`src/rtl/controle_iterativo_pkg.sv`:
```
// Shared constants for the iterative MUL/ADD sequencer and its datapath.
// Holds the 3-bit state encoding, the mux select codes driven in each
// state, and the helper that sizes the iteration counter.
package controle_iterativo_pkg;

  typedef enum logic [2:0] {
    ST_IDLE  = 3'd0,
    ST_LOAD  = 3'd1,
    ST_MUL   = 3'd2,
    ST_ADD   = 3'd3,
    ST_FINAL = 3'd4,
    ST_DONE  = 3'd5
  } state_e;

  // Datapath mux select codes, one per state that drives a nonzero value.
  localparam int unsigned SEL_M1_LOAD  = 1;
  localparam int unsigned SEL_M0_MUL   = 1;
  localparam int unsigned SEL_M2_MUL   = 3;
  localparam int unsigned SEL_M0_ADD   = 2;
  localparam int unsigned SEL_M1_FINAL = 3;
  localparam int unsigned SEL_M2_FINAL = 2;

  // Width needed to hold the values 0..n.
  function automatic int unsigned cnt_width(input int unsigned n);
    return $clog2(n + 1);
  endfunction

endpackage

```
`src/rtl/controle_iterativo_contador.sv`:
```
// Iteration counter for the sequencer.
// Ports:
//   clock_i  - clock, rising edge
//   reset_ni - asynchronous active-low reset (count -> 0)
//   clr_i    - synchronous clear, wins over en_i
//   en_i     - advance by one; saturates at the terminal count
//   cnt_o    - current pass index
//   tc_o     - high when cnt_o equals N_ITER-1
module contador_iteracao #(
  parameter int unsigned N_ITER = 4,
  parameter int unsigned CNT_W  = 3
) (
  input  logic             clock_i,
  input  logic             reset_ni,
  input  logic             clr_i,
  input  logic             en_i,
  output logic [CNT_W-1:0] cnt_o,
  output logic             tc_o
);

  localparam logic [CNT_W-1:0] LAST = CNT_W'(N_ITER - 1);

  logic [CNT_W-1:0] cnt_q, cnt_d;
  logic             at_last;

  assign at_last = (cnt_q == LAST);

  // Saturating at LAST keeps the index within 0..N_ITER-1 even if en_i
  // were raised on the final pass.
  always_comb begin
    cnt_d = cnt_q;
    if (clr_i)
      cnt_d = '0;
    else if (en_i && !at_last)
      cnt_d = cnt_q + 1'b1;
  end

  always_ff @(posedge clock_i or negedge reset_ni) begin
    if (!reset_ni)
      cnt_q <= '0;
    else
      cnt_q <= cnt_d;
  end

  assign cnt_o = cnt_q;
  assign tc_o  = at_last;

endmodule

```
`src/rtl/controle_iterativo.sv`:
```
// Sequencer for an iterative MUL/ADD datapath: LOAD, N_ITER x (MUL, ADD),
// FINAL, then holds the result in DONE until acknowledged.
// Ports:
//   clock_i, reset_ni        - clock and asynchronous active-low reset
//   start_i                  - begin an operation (IDLE only)
//   hold_i                   - stall: freezes state/iter, masks load enables
//   abort_i                  - cancel, back to IDLE with iter cleared
//   ack_i                    - consumer takes the result (DONE only)
//   ready_o, valid_o, busy_o - IDLE / DONE / LOAD..FINAL
//   h_o, LX_o, LH_o, LS_o    - datapath function select and load enables
//   m0_o, m1_o, m2_o         - datapath mux selects
//   iter_o                   - current pass index
//
// state | meaning
// IDLE  | waiting for start, ready=1
// LOAD  | load operands, clear pass index
// MUL   | multiply step of the current pass
// ADD   | accumulate step; loops to MUL until the last pass
// FINAL | final accumulation into the result register
// DONE  | result held, valid=1 until ack
module controle_iterativo
  import controle_iterativo_pkg::*;
#(
  parameter  int unsigned N_ITER = 4,
  parameter  int unsigned SEL_W  = 2,
  localparam int unsigned CNT_W  = cnt_width(N_ITER)
) (
  input  logic             clock_i,
  input  logic             reset_ni,
  input  logic             start_i,
  input  logic             hold_i,
  input  logic             abort_i,
  input  logic             ack_i,
  output logic             ready_o,
  output logic             valid_o,
  output logic             busy_o,
  output logic             h_o,
  output logic             LX_o,
  output logic             LH_o,
  output logic             LS_o,
  output logic [SEL_W-1:0] m0_o,
  output logic [SEL_W-1:0] m1_o,
  output logic [SEL_W-1:0] m2_o,
  output logic [CNT_W-1:0] iter_o
);

  state_e           state_q;
  logic             abort_act, advance, cnt_clr, cnt_en, cnt_tc;
  logic [CNT_W-1:0] iter_cnt;

  // abort wins over hold; hold wins over the normal transition.
  assign abort_act = abort_i && (state_q != ST_IDLE);
  assign advance   = !abort_act && !hold_i;

  // Clear on entry to LOAD so the index reads 0 during LOAD itself.
  assign cnt_clr = abort_act ||
                   (advance && ((state_q == ST_IDLE && start_i) || state_q == ST_LOAD));
  assign cnt_en  = advance && (state_q == ST_ADD) && !cnt_tc;

  contador_iteracao #(
    .N_ITER (N_ITER),
    .CNT_W  (CNT_W)
  ) u_contador (
    .clock_i  (clock_i),
    .reset_ni (reset_ni),
    .clr_i    (cnt_clr),
    .en_i     (cnt_en),
    .cnt_o    (iter_cnt),
    .tc_o     (cnt_tc)
  );

  always_ff @(posedge clock_i or negedge reset_ni) begin
    if (!reset_ni) begin
      state_q <= ST_IDLE;
    end else if (abort_act) begin
      state_q <= ST_IDLE;
    end else if (!hold_i) begin
      case (state_q)
        ST_IDLE:  if (start_i) state_q <= ST_LOAD;
        ST_LOAD:  state_q <= ST_MUL;
        ST_MUL:   state_q <= ST_ADD;
        ST_ADD:   state_q <= cnt_tc ? ST_FINAL : ST_MUL;
        ST_FINAL: state_q <= ST_DONE;
        ST_DONE:  if (ack_i) state_q <= ST_IDLE;
        default:  state_q <= ST_IDLE;
      endcase
    end
  end

  // Outputs follow the state directly so reset takes effect without a clock.
  always_comb begin
    ready_o = 1'b0;
    valid_o = 1'b0;
    busy_o  = 1'b0;
    h_o     = 1'b0;
    LX_o    = 1'b0;
    LH_o    = 1'b0;
    LS_o    = 1'b0;
    m0_o    = '0;
    m1_o    = '0;
    m2_o    = '0;
    case (state_q)
      ST_IDLE: ready_o = 1'b1;
      ST_LOAD: begin
        busy_o = 1'b1;
        LX_o   = 1'b1;
        LH_o   = 1'b1;
        h_o    = 1'b1;
        m1_o   = SEL_W'(SEL_M1_LOAD);
      end
      ST_MUL: begin
        busy_o = 1'b1;
        LH_o   = 1'b1;
        h_o    = 1'b1;
        m0_o   = SEL_W'(SEL_M0_MUL);
        m2_o   = SEL_W'(SEL_M2_MUL);
      end
      ST_ADD: begin
        busy_o = 1'b1;
        LS_o   = 1'b1;
        h_o    = 1'b1;
        m0_o   = SEL_W'(SEL_M0_ADD);
      end
      ST_FINAL: begin
        busy_o = 1'b1;
        LS_o   = 1'b1;
        m1_o   = SEL_W'(SEL_M1_FINAL);
        m2_o   = SEL_W'(SEL_M2_FINAL);
      end
      ST_DONE: valid_o = 1'b1;
      default: ready_o = 1'b1;
    endcase
    // A stalled datapath must not capture anything; selects stay as decoded.
    if (hold_i) begin
      LX_o = 1'b0;
      LH_o = 1'b0;
      LS_o = 1'b0;
    end
  end

  assign iter_o = iter_cnt;

endmodule

```
`config.mk`:
```
export PLATFORM = sky130hd
export DESIGN_NAME = controle_iterativo
export DESIGN_NICKNAME = d
export VERILOG_FILES = /design/src/rtl/controle_iterativo_pkg.sv /design/src/rtl/controle_iterativo_contador.sv /design/src/rtl/controle_iterativo.sv
export SDC_FILE = /design/constraint.sdc
export NUM_CORES = 1
export LEC_CHECK = 0
export ABC_AREA = 1
export CORE_AREA = 2 2 39 41
export DETAILED_ROUTE_END_ITERATION = 8
export DIE_AREA = 0 0 41 43
export HOLD_SLACK_MARGIN = 0.1
export PLACE_DENSITY = 0.88
export SYNTH_ARGS = -nofsm -noshare
export SYNTH_HDL_FRONTEND = slang
export SYNTH_SLANG_ARGS = --single-unit
```
`constraint.sdc`:
```
create_clock -name clock_i -period 2.7 [get_ports clock_i]
set_input_delay 0.405 -clock clock_i [delete_from_list [all_inputs] [get_ports clock_i]]
set_output_delay 0.405 -clock clock_i [all_outputs]
set_load 0.05 [all_outputs]
```
==> impl_metrics.json <==
{
  "transition_time_at_the_pin_with_the_least_slew_margin_ps": 504.8,
  "cts_max_path_buffers": 2,
  "crit_type": "reg2out",
  "layout.cells.most_common": "clkdlybuf4s50_1",
  "die_width_um": 41,
  "avgSynthCellArea_um2": 6.828,
  "ctsHoldBuffers": 0,
  "grt_pass1_vias": 501,
  "final_worst_path_period_need_ps": 2569,
  "multi_input_gate_area_um2": 310.3,
  "drt_first_iter_violations": 19,
  "timing_max_transition_violations_final": 0,
  "via_per_inst": 4.748,
  "clk_root_buffer_cell": "clkbuf_4",
  "critPathCaptureType": "output port",
  "layout_setup_ws_ps": 130.9,
  "final_hold_viol_count": 0,
  "ff_latch_area_um2": 150.1,
  "cts-resized-gates": 0,
  "floorplan.core_area_um2": 1384,
  "cap_violations": 0,
  "placementRows": 14,
  "worstPathArrival_ps": 2160,
  "globalRouteTotalUtil_pct": 17.26,
  "mappedNetlistNets": 89,
  "fin_worst_hold_slack_ps": 401.1,
  "fill_cells": 142,
  "worst_clock_skew_ps": 5.716,
  "postCtsSetupBuffers": 0,
  "worstSkewPairLatency_ps": 240,
  "yosysSeqAreaShare_pct": 27.15,
  "die_h_um": 43,
  "final.setup.tns_ps": 0,
  "timing.max_slew.rel_slack_pct": 66.24,
  "cts_max_level": 1,
  "place_ws_ps": 385.0,
  "initial_util_pct": 39.96,
  "setup_viol_count_final": 0,
  "drc": 0,
  "cts_tree": "yes",
  "design.final.nets": 113,
  "routabilityCongestion": 0.7441,
  "avgRoutedWirePerCell_um": 11.08,
  "number_of_buffers_inserted_during_clock_tree_synthesis": 3,
  "n_antenna_cell": 0,
  "drt_wl_total_um": 1318,
  "power.static_leakage_nw": 0.4350,
  "rrSetupSlack_ps": 1290,
  "max_freq_ghz": 0.3892,
  "dp_hpwl_um": 1086,
  "detailed_routing_iterations_pass_1": 4,
  "clock-sinks": 6,
  "numPortBuffers": 21,
  "hold_path_class": "in2async",
  "power.density_cell_area_nw_per_um2": 1220,
  "regToRegStartpoint": "u_contador.cnt_o[0]",
  "synth_cells": 81,
  "clock_pin_slew_reported_for_the_worst_setup_and_hold_paths_after_clock_tree_synthesis_ps": 40,
  "outcome": "complete, no violations",
  "rsz0062_at_grt": "false",
  "required_time_of_the_critical_path_ps": 2300,
  "synth-seq-cells": 6,
  "ys_warn_count": 0,
  "top_level_ports": 22,
  "period_utilisation_layout_pct": 95.15,
  "most-common-layout-cells": "clkdlybuf4s50_1 (20), nand2_1 (18), inv_1 (16)",
  "critPathLaunch": "state_q[0]",
  "drive_gt1_share_pct": 13.59,
  "dieArea_um2": 1763,
  "num_vias": 565,
  "areaGrowthSynthToFinish_pct": 40.05,
  "synthDistinctLibCells": 17,
  "grt_antenna_before_repair": 0,
  "pin_count_of_the_biggest_net_entering_global_routing": 11,
  "ir_worst_vdd_mv": 0.6732,
  "cp-start-kind": "flop",
  "grt_first_pass_wirelength_um": 2042,
  "post_synth_instance_area_um2": 553.0,
  "crit_path_max_fanout": 10,
  "final_antenna_net_count": 0,
  "overflow": 0
}
registers in the layout (all words and copies together), names as in the netlist:
signal and flops:
state_q 3, u_contador.cnt_o 3
per-stage QoR:
stage,power (mW),instances,util (%),area (um^2)
5_1_grt,1.011,119,55.97,774.5
3_5_place_dp,0.8712,116,54.34,752.0
4_1_cts,0.9535,119,55.97,774.5
3_3_place_gp,0.8570,116,54.34,752.0
2_1_floorplan,0.6959,81,-,553.0
6_report,0.9449,119,55.97,774.5
metal layers:
metal / track usage (%) / wire length (um)
met1: 22.00 / 590
met5: 0 / 0
met4: 6.000 / 0
met2: 26.88 / 675
met3: 4.712 / 52
layout make-up:
| class | count | area share [%] |
|---|---|---|
| Tap cell | 16 | 2.585 |
| Clock buffer | 3 | 2.908 |
| Timing Repair Buffer | 21 | 26.82 |
| Inverter | 17 | 8.239 |
| Multi-Input combinational cell | 56 | 40.06 |
| Sequential cell | 6 | 19.39 |
worst max-delay path: stages, from the launching register on:
cell and delay [ps]:
dfrtp_1 530, nor2_8 200, nand2_1 130, inv_1 110, nor2_1 60, nor2_1 80, clkdlybuf4s50_1 810
cell families (layout without fill, tap and decap cells):
family	after synthesis	count (layout)	synth area share, %
flops	6	6	27.15
compound gates	3	3	2.714
buf+inv	19	41	16.74
simple gates	51	51	48.87
fa+ha+maj	2	2	4.524
where the power goes:
group          switching (mW)  leakage [nW]  internal [mW]
Sequential             0.0595        0.0813          0.111
Clock                  0.0284        0.0138         0.0500
Combinational           0.475         0.340          0.221
final timing paths:
kind	cells after the start	endpoint
worst max register to register	6	u_contador.cnt_o[2]
min in group clock_i	2	u_contador.cnt_o[1]
worst min register to register	2	u_contador.cnt_o[1]
worst min-delay path	1	state_q[2]
max in group asynchronous	1	u_contador.cnt_o[1]
worst max-delay path	6	LS_o
synth_stat cells:
cell,instances,area [um^2]
nor2_2,2,12.51
nor2_1,8,30.03
inv_2,1,3.750
dfrtp_1,6,150.1
nor2_8,1,20.02
nand2_2,2,12.51
a21oi_1,2,10.01
clkbuf_8,1,13.76
ha_1,2,25.02
nand3_1,11,55.05
buf_8,1,15.01
nand3_2,3,30.03
nand4_1,5,31.28
inv_1,16,60.06
nand2_1,18,67.56
nor2_4,1,11.26
o21ai_0,1,5.000
Power figures use the tool's default switching activity.
